<file path="src/rtl/cbus_arbiter.sv">
`default_nettype none
// ============================================================================
// Module      : cbus_arbiter
// Description : Burst-granular arbiter that shares one cache-line memory port
//               among N cache-side requesters. Round-robin or fixed priority.
//               The owner keeps the port until the downstream flags its last
//               beat. Beat counts are checked against the requested length.
// Revision    : 1.0 - initial release
// ============================================================================
module cbus_arbiter #(
    parameter int N      = 2,
    parameter int ADDR_W = 32,
    parameter int DATA_W = 32,
    parameter bit RR     = 1'b1
) (
    input  logic                      clk,
    input  logic                      resetn,
    input  logic [N-1:0]              req_valid,
    input  logic [N-1:0]              req_is_write,
    input  logic [3*N-1:0]            req_size,
    input  logic [ADDR_W*N-1:0]       req_addr,
    input  logic [(DATA_W/8)*N-1:0]   req_strobe,
    input  logic [DATA_W*N-1:0]       req_data,
    input  logic [4*N-1:0]            req_len,
    output logic [N-1:0]              resp_ready,
    output logic [N-1:0]              resp_last,
    output logic [DATA_W-1:0]         resp_data,
    output logic                      m_valid,
    output logic                      m_is_write,
    output logic [2:0]                m_size,
    output logic [ADDR_W-1:0]         m_addr,
    output logic [DATA_W/8-1:0]       m_strobe,
    output logic [DATA_W-1:0]         m_data,
    output logic [3:0]                m_len,
    input  logic                      m_ready,
    input  logic                      m_last,
    input  logic [DATA_W-1:0]         m_rdata,
    output logic                      busy,
    output logic [$clog2(N)-1:0]      owner,
    output logic                      protocol_err
);

    localparam int         c_OW      = $clog2(N);
    localparam int         c_SW      = DATA_W / 8;
    localparam logic [0:0] c_ST_IDLE = 1'b0;
    localparam logic [0:0] c_ST_BUSY = 1'b1;
    localparam logic [4:0] c_CNT_MAX = 5'd31;

    logic [0:0]        r_state;
    logic [c_OW-1:0]   r_owner;
    logic [c_OW-1:0]   r_rr_ptr;
    logic [4:0]        r_beat_cnt;
    logic              r_protocol_err;

    logic [c_OW-1:0]   w_winner;
    logic [c_OW-1:0]   w_next_ptr;
    logic              w_own_valid;
    logic              w_own_write;
    logic [2:0]        w_own_size;
    logic [ADDR_W-1:0] w_own_addr;
    logic [c_SW-1:0]   w_own_strobe;
    logic [DATA_W-1:0] w_own_data;
    logic [3:0]        w_own_len;
    logic              w_busy;
    logic              w_len_match;
    logic              w_err;

    generate
        if (RR) begin : g_rr
            logic w_hit;
            // First requester at or after the pointer, wrapping at N-1
            always_comb begin
                w_winner = '0;
                w_hit    = 1'b0;
                for (int k = 0; k < N; k++) begin
                    for (int j = 0; j < N; j++) begin
                        if (!w_hit && req_valid[j] &&
                            ((int'(r_rr_ptr) + k == j) || (int'(r_rr_ptr) + k == j + N))) begin
                            w_winner = c_OW'(j);
                            w_hit    = 1'b1;
                        end
                    end
                end
            end
        end else begin : g_fixed
            // Highest requesting index wins
            always_comb begin
                w_winner = '0;
                for (int j = 0; j < N; j++) begin
                    if (req_valid[j]) begin
                        w_winner = c_OW'(j);
                    end
                end
            end
        end
    endgenerate

    // Select the owner's request fields
    always_comb begin
        w_own_valid  = 1'b0;
        w_own_write  = 1'b0;
        w_own_size   = '0;
        w_own_addr   = '0;
        w_own_strobe = '0;
        w_own_data   = '0;
        w_own_len    = '0;
        for (int j = 0; j < N; j++) begin
            if (r_owner == c_OW'(j)) begin
                w_own_valid  = req_valid[j];
                w_own_write  = req_is_write[j];
                w_own_size   = req_size[3*j +: 3];
                w_own_addr   = req_addr[ADDR_W*j +: ADDR_W];
                w_own_strobe = req_strobe[c_SW*j +: c_SW];
                w_own_data   = req_data[DATA_W*j +: DATA_W];
                w_own_len    = req_len[4*j +: 4];
            end
        end
    end

    assign w_busy      = (r_state == c_ST_BUSY);
    assign w_next_ptr  = (r_owner == c_OW'(N - 1)) ? '0 : r_owner + c_OW'(1);
    assign w_len_match = (r_beat_cnt == {1'b0, w_own_len});
    // A final beat must land on the requested length; a non-final beat must not
    assign w_err       = w_busy && m_ready && (m_last ? !w_len_match : w_len_match);

    // Drive the downstream port and the owner's response lane while BUSY
    always_comb begin
        m_valid    = 1'b0;
        m_is_write = 1'b0;
        m_size     = '0;
        m_addr     = '0;
        m_strobe   = '0;
        m_data     = '0;
        m_len      = '0;
        resp_ready = '0;
        resp_last  = '0;
        resp_data  = '0;
        if (w_busy) begin
            m_valid    = w_own_valid;
            m_is_write = w_own_write;
            m_size     = w_own_size;
            m_addr     = w_own_addr;
            m_strobe   = w_own_strobe;
            m_data     = w_own_data;
            m_len      = w_own_len;
            resp_data  = m_rdata;
            for (int j = 0; j < N; j++) begin
                if (r_owner == c_OW'(j)) begin
                    resp_ready[j] = m_ready;
                    resp_last[j]  = m_last;
                end
            end
        end
    end

    // Grant/release state machine with beat counting and error pulse
    always_ff @(posedge clk or negedge resetn) begin
        if (!resetn) begin
            r_state        <= c_ST_IDLE;
            r_owner        <= '0;
            r_rr_ptr       <= '0;
            r_beat_cnt     <= '0;
            r_protocol_err <= 1'b0;
        end else begin
            r_protocol_err <= w_err;
            case (r_state)
                c_ST_IDLE: begin
                    if (|req_valid) begin
                        r_owner    <= w_winner;
                        r_beat_cnt <= '0;
                        r_state    <= c_ST_BUSY;
                    end
                end
                c_ST_BUSY: begin
                    if (m_ready && (r_beat_cnt != c_CNT_MAX)) begin
                        r_beat_cnt <= r_beat_cnt + 5'd1;
                    end
                    // Only the downstream last beat ends a burst
                    if (m_ready && m_last) begin
                        r_state <= c_ST_IDLE;
                        if (RR) begin
                            r_rr_ptr <= w_next_ptr;
                        end
                    end
                end
                default: r_state <= c_ST_IDLE;
            endcase
        end
    end

    assign busy         = w_busy;
    assign owner        = r_owner;
    assign protocol_err = r_protocol_err;

endmodule
`default_nettype wire

</file>
<file path="config.mk">
export PLATFORM = sky130hd
export DESIGN_NAME = cbus_arbiter
export DESIGN_NICKNAME = d
export VERILOG_FILES = /design/src/rtl/cbus_arbiter.sv
export SDC_FILE = /design/constraint.sdc
export NUM_CORES = 1
export LEC_CHECK = 0
export CORE_AREA = 5 5 114 116
export CTS_BUF_LIST = sky130_fd_sc_hd__clkbuf_2 sky130_fd_sc_hd__clkbuf_4 sky130_fd_sc_hd__clkbuf_8
export DETAILED_ROUTE_END_ITERATION = 10
export DIE_AREA = 0 0 119 121
export PLACE_DENSITY = 0.71
export SLEW_MARGIN = 10
export SYNTH_ARGS = -nofsm -noshare
export SYNTH_HDL_FRONTEND = slang
export SYNTH_SLANG_ARGS = --single-unit
</file>
<file path="constraint.sdc">
create_clock -name clk -period 4.5 [get_ports clk]
set_input_delay 0.675 -clock clk [delete_from_list [all_inputs] [get_ports clk]]
set_output_delay 0.675 -clock clk [all_outputs]
set_load 0.005 [all_outputs]
</file>
==> impl_metrics.env <==
export IMPL_status="complete, no violations"
export IMPL_peakVddDrop_v=0.000175
export IMPL_worstSetupPathType="reg -> out"
export IMPL_setup_viol=0
export IMPL_cts_setup_buffers=0
export IMPL_met2_usage_pct=27.9
export IMPL_postCtsHoldBufs=0
export IMPL_grt_pass1_wl_um=16800
export IMPL_multi_input_area_mm2=0.00152
export IMPL_cp_max_fo=52
export IMPL_antenna_cells=0
export IMPL_die_x_um=119
export IMPL_cp_cell_sequence="buf_4 > inv_2 > buf_4 > nor2_1 > clkdlybuf4s50_1"
export IMPL_finalHoldViolCount=0
export IMPL_worst_ep_arrival_time_ns=2.48
export IMPL_areaGrowthSynthToFinish_pct=174
export IMPL_io_pins=306
export IMPL_postCtsResizedCells=0
export IMPL_top_usage_layer="met2"
export IMPL_grt_max_degree=53
export IMPL_startpoint_type="flop"
export IMPL_start_util_pct=15.7
export IMPL_clock_sinks=9
export IMPL_io_buffers=305
export IMPL_clock_root_buffer="clkbuf_8"
export IMPL_tightestPinTransition_ns=0.869
export IMPL_holdWs_ns=0.519
export IMPL_critical_path_required_ns=3.83
export IMPL_power_density_mw_per_mm2=227
export IMPL_numCtsBuffers=3
export IMPL_wl_per_cell_um=16.2
export IMPL_path_clk_slew_ns=0.04
export IMPL_nets=741
export IMPL_postPlaceCellArea_mm2=0.00502
export IMPL_coreArea_mm2=0.0118
export IMPL_yosys_register_bits=9
export IMPL_synth_top_family_by_area="multiplexers"
export IMPL_use_met1_pct=15.2
export IMPL_syn_inst=257
export IMPL_hpwl_um=9840
export IMPL_drv_cap=0
export IMPL_hold_path_class="reg -> reg"
export IMPL_antenna_found_initial=0
export IMPL_wl_um=11200
export IMPL_seqCellArea_um2=229
export IMPL_dr_pass1_iters=4
export IMPL_yosys_area_share_simple_pct=32.7
export IMPL_fin_skew_ns=0.000483
export IMPL_synth_cell_types=26
export IMPL_pre_cts_slack_ns=1.54
export IMPL_routabilityCongestion=0.833
export IMPL_tns_ns=0
export IMPL_synth_compound_area_share_pct=2.70
export IMPL_worst_slack_ns=1.35
export IMPL_leakage_nw=2.17
export IMPL_slew_headroom_pct=42.0
export IMPL_crit_path_max_incr_delay_ns=0.65
export IMPL_crit_top_cell="buf_4"
export IMPL_clk_path_buf_depth=2
export IMPL_grt_ovfl_total=0
export IMPL_drv_slew=0
export IMPL_ant_nets=0
export IMPL_placementRows=40
export IMPL_grtUsageTotal_pct=14.3
export IMPL_synth_xor_area_share_pct=2.37
export IMPL_die_area_mm2=0.0144
export IMPL_finalCritPeriodShare_pct=70.1
export IMPL_grt_met3_usage_pct=5.36
export IMPL_postLayoutCellArea_mm2=0.00507
export IMPL_syn_area_mm2=0.00185
export IMPL_cts_htree_levels=1
export IMPL_slowest_stage="inv_2"
export IMPL_final_util_pct=42.9
export IMPL_grt_pass1_vias=3148
export IMPL_cts_tree="yes"
export IMPL_die_y_um=121
export IMPL_vias_per_cell=4.24
export IMPL_insertion_delay_ns=0.23
export IMPL_drc=0
export IMPL_end_kind="output pin"
export IMPL_dr_total_vias=2944
export IMPL_fill_cells=1147
export IMPL_synth_seq_area_share_pct=12.2
export IMPL_drtIter0Drc=66
export IMPL_period_needed_ns=3.15
export IMPL_synthAdderAreaFrac_pct=1.35
export IMPL_ys_warn_count=0
export IMPL_synthMuxAreaShare_pct=42.9
export IMPL_clock_fmax_mhz=317
export IMPL_syn_area_per_cell_um2=7.20
export IMPL_syn_nets=449
export IMPL_rsz0062_at_grt="false"
export IMPL_drive_gt1_share_pct=2.37
## kinds of logic after synthesis
kind of cell	Yosys count
xor gates and xnor gates	5
adders and majority gates	2
buffers and inverters	23
and+or+nand+nor	132
AOI/OAI and AO/OA	7
DFF	9
muxes	79
## state kept, by name (all words and copies together), names as in the netlist
register / flops
protocol_err: 1
r_beat_cnt: 5
r_rr_ptr: 1
owner: 1
busy: 1
## final cells by class
cell class,count,area share (%)
inverter,1,0.0741
clock buffer,4,0.963
timing repair buffer,309,60.8
multi-input combinational,225,30.0
tap,147,3.63
sequential,9,4.52
## Yosys cell counts
master,number,area (µm²)
nand2_1,5,18.8
xor2_1,2,17.5
mux2i_2,1,13.8
dfrtp_1,9,225
ha_1,2,25.0
a31oi_1,1,6.26
buf_2,7,35.0
mux2i_1,78,781
clkbuf_1,13,48.8
a21boi_1,1,7.51
buf_4,1,7.51
nor2b_1,1,6.26
nor2_1,86,323
nor4_2,1,12.5
nand4_1,1,6.26
and2_1,32,200
and3b_1,1,8.76
xnor2_1,3,26.3
a21oi_1,1,5.00
inv_2,1,3.75
nand3_1,1,5.00
o21ai_1,1,5.00
or2_2,1,6.26
buf_6,1,11.3
a22o_1,3,26.3
and3_1,3,18.8
## cell usage in the layout (no fill, tap or decap)
cell type          n
xnor2_1            3
nand2_1            5
and3_1             3
clkbuf_4           1
a22o_1             3
and3b_1            1
a21oi_1            1
xor2_1             2
nand3_1            1
or2_2              1
a21boi_1           1
buf_4              4
clkdlybuf4s50_1  305
nor2_1            86
ha_1               2
mux2i_1           78
nor4_2             1
inv_2              1
o21ai_1            1
dfrtp_1            8
nor2b_1            1
a31oi_1            1
and2_1            32
clkbuf_8           3
nand4_1            1
mux2i_2            1
dfrtp_4            1
## final timing paths
check / from / slack (ns) / cells past startpoint / endpoint
setup / recovery: busy$_DFF_PN0_ / 1.35 / 5 / m_addr[4]
hold / removal: r_rr_ptr$_DFFE_PN0P_ / 0.52 / 2 / r_rr_ptr$_DFFE_PN0P_
setup reg to reg: owner$_DFFE_PN0P_ / 2.37 / 4 / protocol_err$_DFF_PN0_
hold reg to reg: r_rr_ptr$_DFFE_PN0P_ / 0.52 / 2 / r_rr_ptr$_DFFE_PN0P_
max in group asynchronous: resetn / 3.43 / 1 / owner$_DFFE_PN0P_
min in group asynchronous: resetn / 0.75 / 1 / r_beat_cnt[0]$_DFFE_PN0P_
## critical path: cells and delay by family (launching register included)
family	cells	cell delay, ns
flip-flops	1	0.35
buffers and inverters	4	1.75
AND/OR/NAND/NOR	1	0.09
## power by group
| group | switching, mW | internal, mW | total, mW |
|---|---|---|---|
| combinational | 0.287 | 0.588 | 0.875 |
| sequential | 0.0756 | 0.101 | 0.176 |
| clock | 0.0300 | 0.0676 | 0.0976 |
## per-layer routing
metal / wire length [µm] / share of wire, % / vias to the layer above
met5: 0 / 0 / -
met4: 30 / 0.27 / 0
met3: 1180 / 11 / 2
met2: 5990 / 53 / 190
met1: 4020 / 36 / 1316
li1: - / - / 1436
## per-stage QoR
step / instances / total power, mW
2_1_floorplan: 257 / 0.524
3_3_place_gp: 691 / 1.05
3_5_place_dp: 691 / 1.07
4_1_cts: 695 / 1.17
5_1_grt: 695 / 1.24
6_report: 695 / 1.15
Note: power is estimated with default switching activity, not from simulation.
